## config.mk

```make
export PLATFORM = sky130hd
export DESIGN_NAME = nco_dac_multi
export DESIGN_NICKNAME = d
export VERILOG_FILES = /design/src/rtl/nco_dac_multi.sv
export SDC_FILE = /design/constraint.sdc
export NUM_CORES = 2
export LEC_CHECK = 0
export BUFFER_PORTS_ARGS = -buffer_cell sky130_fd_sc_hd__clkbuf_2
export CELL_PAD_IN_SITES_DETAIL_PLACEMENT = 1
export CELL_PAD_IN_SITES_GLOBAL_PLACEMENT = 2
export CORE_MARGIN = 1.5
export CORE_UTILIZATION = 45
export CTS_BUF_LIST = sky130_fd_sc_hd__clkbuf_4
export DETAILED_ROUTE_END_ITERATION = 8
export MAX_ROUTING_LAYER = met4
export PLACE_DENSITY_LB_ADDON = 0.15
export SYNTH_ARGS = -nofsm -noshare
export SYNTH_HDL_FRONTEND = slang
export SYNTH_SLANG_ARGS = --single-unit
```

## constraint.sdc

```tcl
create_clock -name sys_clk -period 7.4 [get_ports sys_clk]
set_input_delay 0.37 -clock sys_clk [delete_from_list [all_inputs] [get_ports sys_clk]]
set_output_delay 0.37 -clock sys_clk [all_outputs]
set_load 0.005 [all_outputs]
```

## src/rtl/nco_dac_multi.sv

```systemverilog
// Dual-output NCO: phase accumulator -> pipelined CORDIC -> per-channel mode/scale/saturate -> offset-binary DAC words.
// Define NCO_DITHER_EN to add LFSR phase dither (DBITS LSBs) ahead of the CORDIC.
module nco_dac_multi #(
  parameter int PW      = 19,
  parameter int IW      = 12,
  parameter int OW      = 12,
  parameter int WW      = 15,
  parameter int NSTAGES = 15,
  parameter int AW      = 12,
  parameter int DW      = 14,
  parameter int DBITS   = 4
) (
  input  logic          sys_clk,
  input  logic          rst_n,
  input  logic          en,
  input  logic [PW-1:0] cfg_phase_inc,
  input  logic [PW-1:0] cfg_phase_ofs,
  input  logic [AW-1:0] cfg_amp,
  input  logic [1:0]    cfg_mode1,
  input  logic [1:0]    cfg_mode2,
  input  logic          cfg_sync_wrap,
  input  logic          cfg_phase_clr,
  input  logic          cfg_commit,
  output logic          cfg_busy,
  output logic          cfg_ovr,
  output logic          out_valid,
  output logic [DW-1:0] dac1_data,
  output logic [DW-1:0] dac2_data
);

  localparam int LC      = NSTAGES + 2;
  localparam int SBW     = AW + 5;
  localparam int OSH     = WW - 1 - OW;
  localparam int PT      = OW + AW + 1;
  localparam int PRELOAD = int'((2.0 ** (IW - 1)) / 1.164435);
  localparam logic [DW-1:0]        MID  = {1'b1, {(DW-1){1'b0}}};
  localparam logic signed [OW-1:0] SMAX = {1'b0, {(OW-1){1'b1}}};
  localparam logic signed [OW-1:0] SMIN = {1'b1, {(OW-1){1'b0}}};
  localparam logic signed [WW:0]   RMAX = (WW+1)'(2 ** (OW - 1) - 1);
  localparam logic signed [WW:0]   RMIN = (WW+1)'(-(2 ** (OW - 1)));
  localparam logic signed [PT-1:0] PMAX = PT'(2 ** (OW - 1) - 1);
  localparam logic signed [PT-1:0] PMIN = PT'(-(2 ** (OW - 1)));
  localparam logic signed [WW-1:0] XPRE = WW'(PRELOAD) << (WW - IW - 1);

  function automatic logic [31:0] atan32(input int i);
    case (i)
      1:  return 32'd316933406;
      2:  return 32'd167458907;
      3:  return 32'd85004756;
      4:  return 32'd42667331;
      5:  return 32'd21354465;
      6:  return 32'd10679838;
      7:  return 32'd5340245;
      8:  return 32'd2670163;
      9:  return 32'd1335087;
      10: return 32'd667544;
      11: return 32'd333772;
      12: return 32'd166886;
      13: return 32'd83443;
      14: return 32'd41722;
      15: return 32'd20861;
      16: return 32'd10430;
      default: return 32'd0;
    endcase
  endfunction

  function automatic logic [PW-1:0] atan_ang(input int i);
    logic [32:0] t;
    t = {1'b0, atan32(i)} + (33'd1 << (31 - PW));
    return PW'(t >> (32 - PW));
  endfunction

  function automatic logic signed [OW-1:0] sat_out(input logic signed [WW-1:0] v);
    logic signed [WW:0] r;
    r = ($signed({v[WW-1], v}) + (WW+1)'(2 ** (OSH - 1))) >>> OSH;
    if (r > RMAX) return SMAX;
    else if (r < RMIN) return SMIN;
    else return r[OW-1:0];
  endfunction

  function automatic logic signed [OW-1:0] sel_mode(input logic [1:0] m,
                                                    input logic signed [OW-1:0] s,
                                                    input logic signed [OW-1:0] c);
    case (m)
      2'b00:   return s;
      2'b01:   return c;
      2'b10:   return (s == SMIN) ? SMAX : -s;
      default: return '0;
    endcase
  endfunction

  function automatic logic signed [OW-1:0] scale_sat(input logic signed [OW-1:0] s,
                                                     input logic [AW-1:0] a);
    logic signed [PT-1:0] p;
    p = PT'(s) * PT'($signed({1'b0, a}));
    p = (p + PT'(2 ** (AW - 2))) >>> (AW - 1);
    if (p > PMAX) return SMAX;
    else if (p < PMIN) return SMIN;
    else return p[OW-1:0];
  endfunction

  function automatic logic [DW-1:0] to_dac(input logic signed [OW-1:0] s);
    logic [OW-1:0] u;
    u = {~s[OW-1], s[OW-2:0]};
    return DW'(u) << (DW - OW);
  endfunction

  logic [PW-1:0] acc, inc_act, ofs_act, p_inc, p_ofs;
  logic [AW-1:0] amp_act, p_amp;
  logic [1:0]    mode1_act, mode2_act, p_mode1, p_mode2;
  logic          p_clr, apply_now;
  logic [PW:0]   acc_sum;
  logic          wrap, apply;

  assign acc_sum = {1'b0, acc} + {1'b0, inc_act};
  assign wrap    = en & acc_sum[PW];
  assign apply   = apply_now | (cfg_busy & wrap);

  // Shadow capture and atomic apply; a sync-wrap commit waits for the accumulator carry.
  always_ff @(posedge sys_clk or negedge rst_n) begin
    if (!rst_n) begin
      acc <= '0; inc_act <= '0; ofs_act <= '0; amp_act <= '0;
      mode1_act <= 2'b11; mode2_act <= 2'b11;
      p_inc <= '0; p_ofs <= '0; p_amp <= '0; p_mode1 <= 2'b11; p_mode2 <= 2'b11;
      p_clr <= 1'b0; apply_now <= 1'b0; cfg_busy <= 1'b0; cfg_ovr <= 1'b0;
    end else begin
      cfg_ovr   <= cfg_commit & cfg_busy;
      apply_now <= 1'b0;
      if (cfg_commit && !cfg_busy) begin
        p_inc <= cfg_phase_inc; p_ofs <= cfg_phase_ofs; p_amp <= cfg_amp;
        p_mode1 <= cfg_mode1; p_mode2 <= cfg_mode2; p_clr <= cfg_phase_clr;
        if (cfg_sync_wrap) cfg_busy <= 1'b1;
        else apply_now <= 1'b1;
      end
      if (cfg_busy && wrap) cfg_busy <= 1'b0;
      if (apply) begin
        inc_act <= p_inc; ofs_act <= p_ofs; amp_act <= p_amp;
        mode1_act <= p_mode1; mode2_act <= p_mode2;
      end
      if (apply && p_clr) acc <= '0;
      else if (en) acc <= acc_sum[PW-1:0];
    end
  end

  logic [DBITS-1:0] dith;
`ifdef NCO_DITHER_EN
  logic [15:0] lfsr;
  always_ff @(posedge sys_clk or negedge rst_n) begin
    if (!rst_n) lfsr <= 16'hACE1;
    else if (en) lfsr <= {lfsr[14:0], lfsr[15] ^ lfsr[13] ^ lfsr[12] ^ lfsr[10]};
  end
  assign dith = lfsr[DBITS-1:0];
`else
  assign dith = '0;
`endif

  logic [PW-1:0]  phase_r;
  logic [SBW-1:0] side_r;
  always_ff @(posedge sys_clk or negedge rst_n) begin
    if (!rst_n) begin
      phase_r <= '0;
      side_r  <= '0;
    end else begin
      phase_r <= acc + ofs_act + PW'(dith);
      side_r  <= {en, mode1_act, mode2_act, amp_act};
    end
  end

  // Exact quarter-turn pre-rotation leaves a residual within +/-45 deg, so iterations start at i=1.
  logic [1:0]              quad;
  logic [PW-1:0]           z0;
  logic signed [WW-1:0]    cx [0:NSTAGES];
  logic signed [WW-1:0]    cy [0:NSTAGES];
  logic signed [PW-1:0]    cz [0:NSTAGES-1];
  logic [SBW-1:0]          sd [0:LC-1];
  logic signed [OW-1:0]    cos_c, sin_c;

  assign quad = phase_r[PW-1:PW-2] + {1'b0, phase_r[PW-3]};
  assign z0   = phase_r - {quad, {(PW-2){1'b0}}};

  always_ff @(posedge sys_clk or negedge rst_n) begin
    if (!rst_n) begin
      for (int k = 0; k <= NSTAGES; k++) begin cx[k] <= '0; cy[k] <= '0; end
      for (int k = 0; k < NSTAGES; k++) cz[k] <= '0;
      for (int k = 0; k < LC; k++) sd[k] <= '0;
      cos_c <= '0; sin_c <= '0;
    end else begin
      case (quad)
        2'd0:    begin cx[0] <= XPRE;  cy[0] <= '0;    end
        2'd1:    begin cx[0] <= '0;    cy[0] <= XPRE;  end
        2'd2:    begin cx[0] <= -XPRE; cy[0] <= '0;    end
        default: begin cx[0] <= '0;    cy[0] <= -XPRE; end
      endcase
      cz[0] <= z0;
      for (int k = 0; k < NSTAGES; k++) begin
        if (cz[k][PW-1]) begin
          cx[k+1] <= cx[k] + (cy[k] >>> (k + 1));
          cy[k+1] <= cy[k] - (cx[k] >>> (k + 1));
        end else begin
          cx[k+1] <= cx[k] - (cy[k] >>> (k + 1));
          cy[k+1] <= cy[k] + (cx[k] >>> (k + 1));
        end
      end
      for (int k = 0; k < NSTAGES - 1; k++)
        cz[k+1] <= cz[k][PW-1] ? cz[k] + atan_ang(k + 1) : cz[k] - atan_ang(k + 1);
      sd[0] <= side_r;
      for (int k = 1; k < LC; k++) sd[k] <= sd[k-1];
      cos_c <= sat_out(cx[NSTAGES]);
      sin_c <= sat_out(cy[NSTAGES]);
    end
  end

  logic signed [OW-1:0] s1_a, s1_b, s2_a, s2_b;
  logic                 s1_mute1, s1_mute2, s2_mute1, s2_mute2, s1_valid, s2_valid;
  logic [AW-1:0]        s1_amp;

  // Mode and amplitude ride the sideband so they always match the sample they act on.
  always_ff @(posedge sys_clk or negedge rst_n) begin
    if (!rst_n) begin
      s1_a <= '0; s1_b <= '0; s2_a <= '0; s2_b <= '0;
      s1_mute1 <= 1'b1; s1_mute2 <= 1'b1; s2_mute1 <= 1'b1; s2_mute2 <= 1'b1;
      s1_valid <= 1'b0; s2_valid <= 1'b0; s1_amp <= '0;
      out_valid <= 1'b0; dac1_data <= MID; dac2_data <= MID;
    end else begin
      s1_a     <= sel_mode(sd[LC-1][AW+3:AW+2], sin_c, cos_c);
      s1_b     <= sel_mode(sd[LC-1][AW+1:AW], sin_c, cos_c);
      s1_mute1 <= (sd[LC-1][AW+3:AW+2] == 2'b11);
      s1_mute2 <= (sd[LC-1][AW+1:AW] == 2'b11);
      s1_valid <= sd[LC-1][SBW-1];
      s1_amp   <= sd[LC-1][AW-1:0];
      s2_a     <= scale_sat(s1_a, s1_amp);
      s2_b     <= scale_sat(s1_b, s1_amp);
      s2_mute1 <= s1_mute1;
      s2_mute2 <= s1_mute2;
      s2_valid <= s1_valid;
      out_valid <= s2_valid;
      dac1_data <= (s2_valid && !s2_mute1) ? to_dac(s2_a) : MID;
      dac2_data <= (s2_valid && !s2_mute2) ? to_dac(s2_b) : MID;
    end
  end

endmodule

```

==> impl_metrics.toml <==
[global_routing]
antenna_found_initial = 7
grt_use_total = 0.223
grt_overflow = 0
grt_pass1_vias = 59700
grt_pass1_wl_mm = 306
grt_max_degree = 146

[cts]
ctsHtreeMaxLevel = 5
clk_path_buf_depth = 4
path_clk_slew_ns = 0.07
cts-root-buf = "clkbuf_4"
cts_setup_buffers = 0
clk_latency_ns = 1.35
numCtsBuffers = 368
cts_tree = "yes"
cts_sinks = 1290

[yosys]
synth_async_sr_flop_share = 1.00
ys_warn_count = 0
synth_edf_count = 0
synth_area_um2 = 76900
synthCells = 7216
ys_seq_elements = 1290
ys.flop_type = "dfrtp_1"
synth.distinct_cells = 88
synth.avg_cell_area_um2 = 10.7
synth-seq-area-share = 0.420

[setup_path]
worstSetupPathType = "reg2reg"
endpoint_kind = "flip-flop"
start_kind = "flip-flop"
cp_max_fo = 24
worstPathArrival_ns = 7.75
worst-endpoint-required_ns = 8.51

[worst_hold_path]
hold_class = "reg2reg"

[timing]
finalCritPeriodShare = 0.898
relSlewSlack = 0.283
skew_ns = 0.101
worst_pin_slew_ns = 1.07
rsz0062_at_grt = "no"
fmax_mhz = 151
period_minus_slack_ns = 6.64
finalSetupViolCount = 0
hold_viol = 0
maxSlewViolCount = 0
tns_ns = 0

[drt]
drcViolationCount = 0
vias = 53300
drt_wl_total_mm = 182
drt_pass1_iterations = 4
ant_nets = 0
wl_per_cell_um = 17.8
vias_per_cell = 5.22
drt_iter0_drc = 1814

[floorplanning]
die_h_um = 416
core_area_um2 = 169000
io_pins = 91
rows = 151
dieWidth_um = 416
start_util = 0.454
die_area_um2 = 173000

[placement]
hpwl_mm = 133
io_buffers = 86
globalplace.congestion = 0.819

[layout]
nNetsFinal = 8921
final_util = 0.508
layout_common_cells = "dfrtp_1, ha_1, inv_1"
area_delta_synth_final_pct = 11.9
post_route_cells_drive_above_1_share = 0.115
final_common_cell = "dfrtp_1"

[status]
status = "finished clean"

[run]
cap_violations = 0
[final timing paths]
check                               startpoint                end  slack, ns  cells past startpoint
setup / recovery           s1_amp[7]$_DFF_PN0_  s2_b[5]$_DFF_PN0_       0.76                     21
hold / removal               sd[199]$_DFF_PN0_  sd[182]$_DFF_PN0_       0.30                      0
setup reg to reg           s1_amp[7]$_DFF_PN0_  s2_b[5]$_DFF_PN0_       0.76                     21
hold reg to reg              sd[199]$_DFF_PN0_  sd[182]$_DFF_PN0_       0.30                      0
max in group asynchronous                rst_n   sd[61]$_DFF_PN0_       5.37                      5
min in group asynchronous                rst_n   cx[29]$_DFF_PN0_       0.42                      4
[sequential cells by signal (all words and copies together) (netlist names), 17 cells and up]
signal / cells
sd: 289
cz: 267
side_r: 17
phase_r: 19
inc_act: 19
cy: 226
p_inc: 19
p_ofs: 19
acc: 19
ofs_act: 19
cx: 226
[cells by family after synthesis]
kind of cell / Yosys count / share of synthesized area
AOI/OAI and AO/OA: 1457 / 0.122
xor gates and xnor gates: 728 / 0.0833
adders and majority gates: 1110 / 0.205
buffers and inverters: 803 / 0.0404
DFF: 1290 / 0.420
muxes: 180 / 0.0280
other: 1 / 0.0000488
and+or+nand+nor: 1647 / 0.102
[worst max-delay path, stage by stage (launching register included)]
cell,delay [ns]
dfrtp_1,0.73
and2_1,0.33
fa_1,0.53
inv_1,0.05
fa_1,0.52
fa_1,0.52
inv_1,0.05
fa_1,0.48
inv_1,0.06
fa_1,0.53
inv_1,0.04
ha_1,0.29
nand4_1,0.08
or3_1,0.34
a21oi_1,0.17
a211o_1,0.21
a211oi_2,0.11
o41ai_2,0.43
a21oi_1,0.14
xnor2_1,0.18
o21ai_2,0.55
o31ai_1,0.15
[metrics by stage]
| stage | instance area, µm² | cells | setup slack, ns | hold WS [ns] |
|---|---|---|---|---|
| global route | 86000 | 10200 | 0.297 | 0.311 |
| floorplan | 76900 | 7219 | 1.71 | 0.0744 |
| global placement | 80000 | 9436 | 0.421 | 0.331 |
| finish | 86000 | 10200 | 0.757 | 0.297 |
| CTS | 86000 | 10200 | 0.397 | 0.171 |
| detailed placement | 80000 | 9436 | 0.358 | 0.336 |
[cell type report]
cell class | instances | area, µm²
inverters | 671 | 2520
flip-flops and latches | 1290 | 32300
clock inverters | 112 | 589
fillers | 18600 | 83500
repair buffers | 294 | 2510
multi-input cells | 5126 | 41500
well taps | 2218 | 2780
clock buffers | 504 | 3780
diodes | 8 | 20.0
[what timing repair did]
item                                    4_1_cts  5_1_grt
hold buffers                                163        0
hold endpoints to repair                    743        0
endpoints found under the setup margin        0        2
gates resized for setup                       0        1
[cell usage after synthesis (all sizes together), types with 107 or more instances]
cell       n  area share
xnor2    526       0.060
o21bai   124       0.012
mux2     130       0.021
nand2    395       0.019
ha       863        0.14
inv      669       0.033
dfrtp   1276        0.42
a21o     135       0.013
clkbuf   107      0.0052
xor2     200       0.023
a21oi    442       0.029
nor2     503       0.025
fa       247       0.064
nor3     214       0.014
and2     127       0.010
o21ai    369       0.025
[per-layer routing]
layer | global-route usage | wire length, µm
met1 | 0.264 | 79300
met2 | 0.384 | 92000
met3 | 0.0372 | 5350
met4 | 0.0784 | 5380
met5 | - | 0
Power is left out: the tool's default activity adds up to more than one toggle a clock period on the data nets, which glitch-free logic cannot reach.
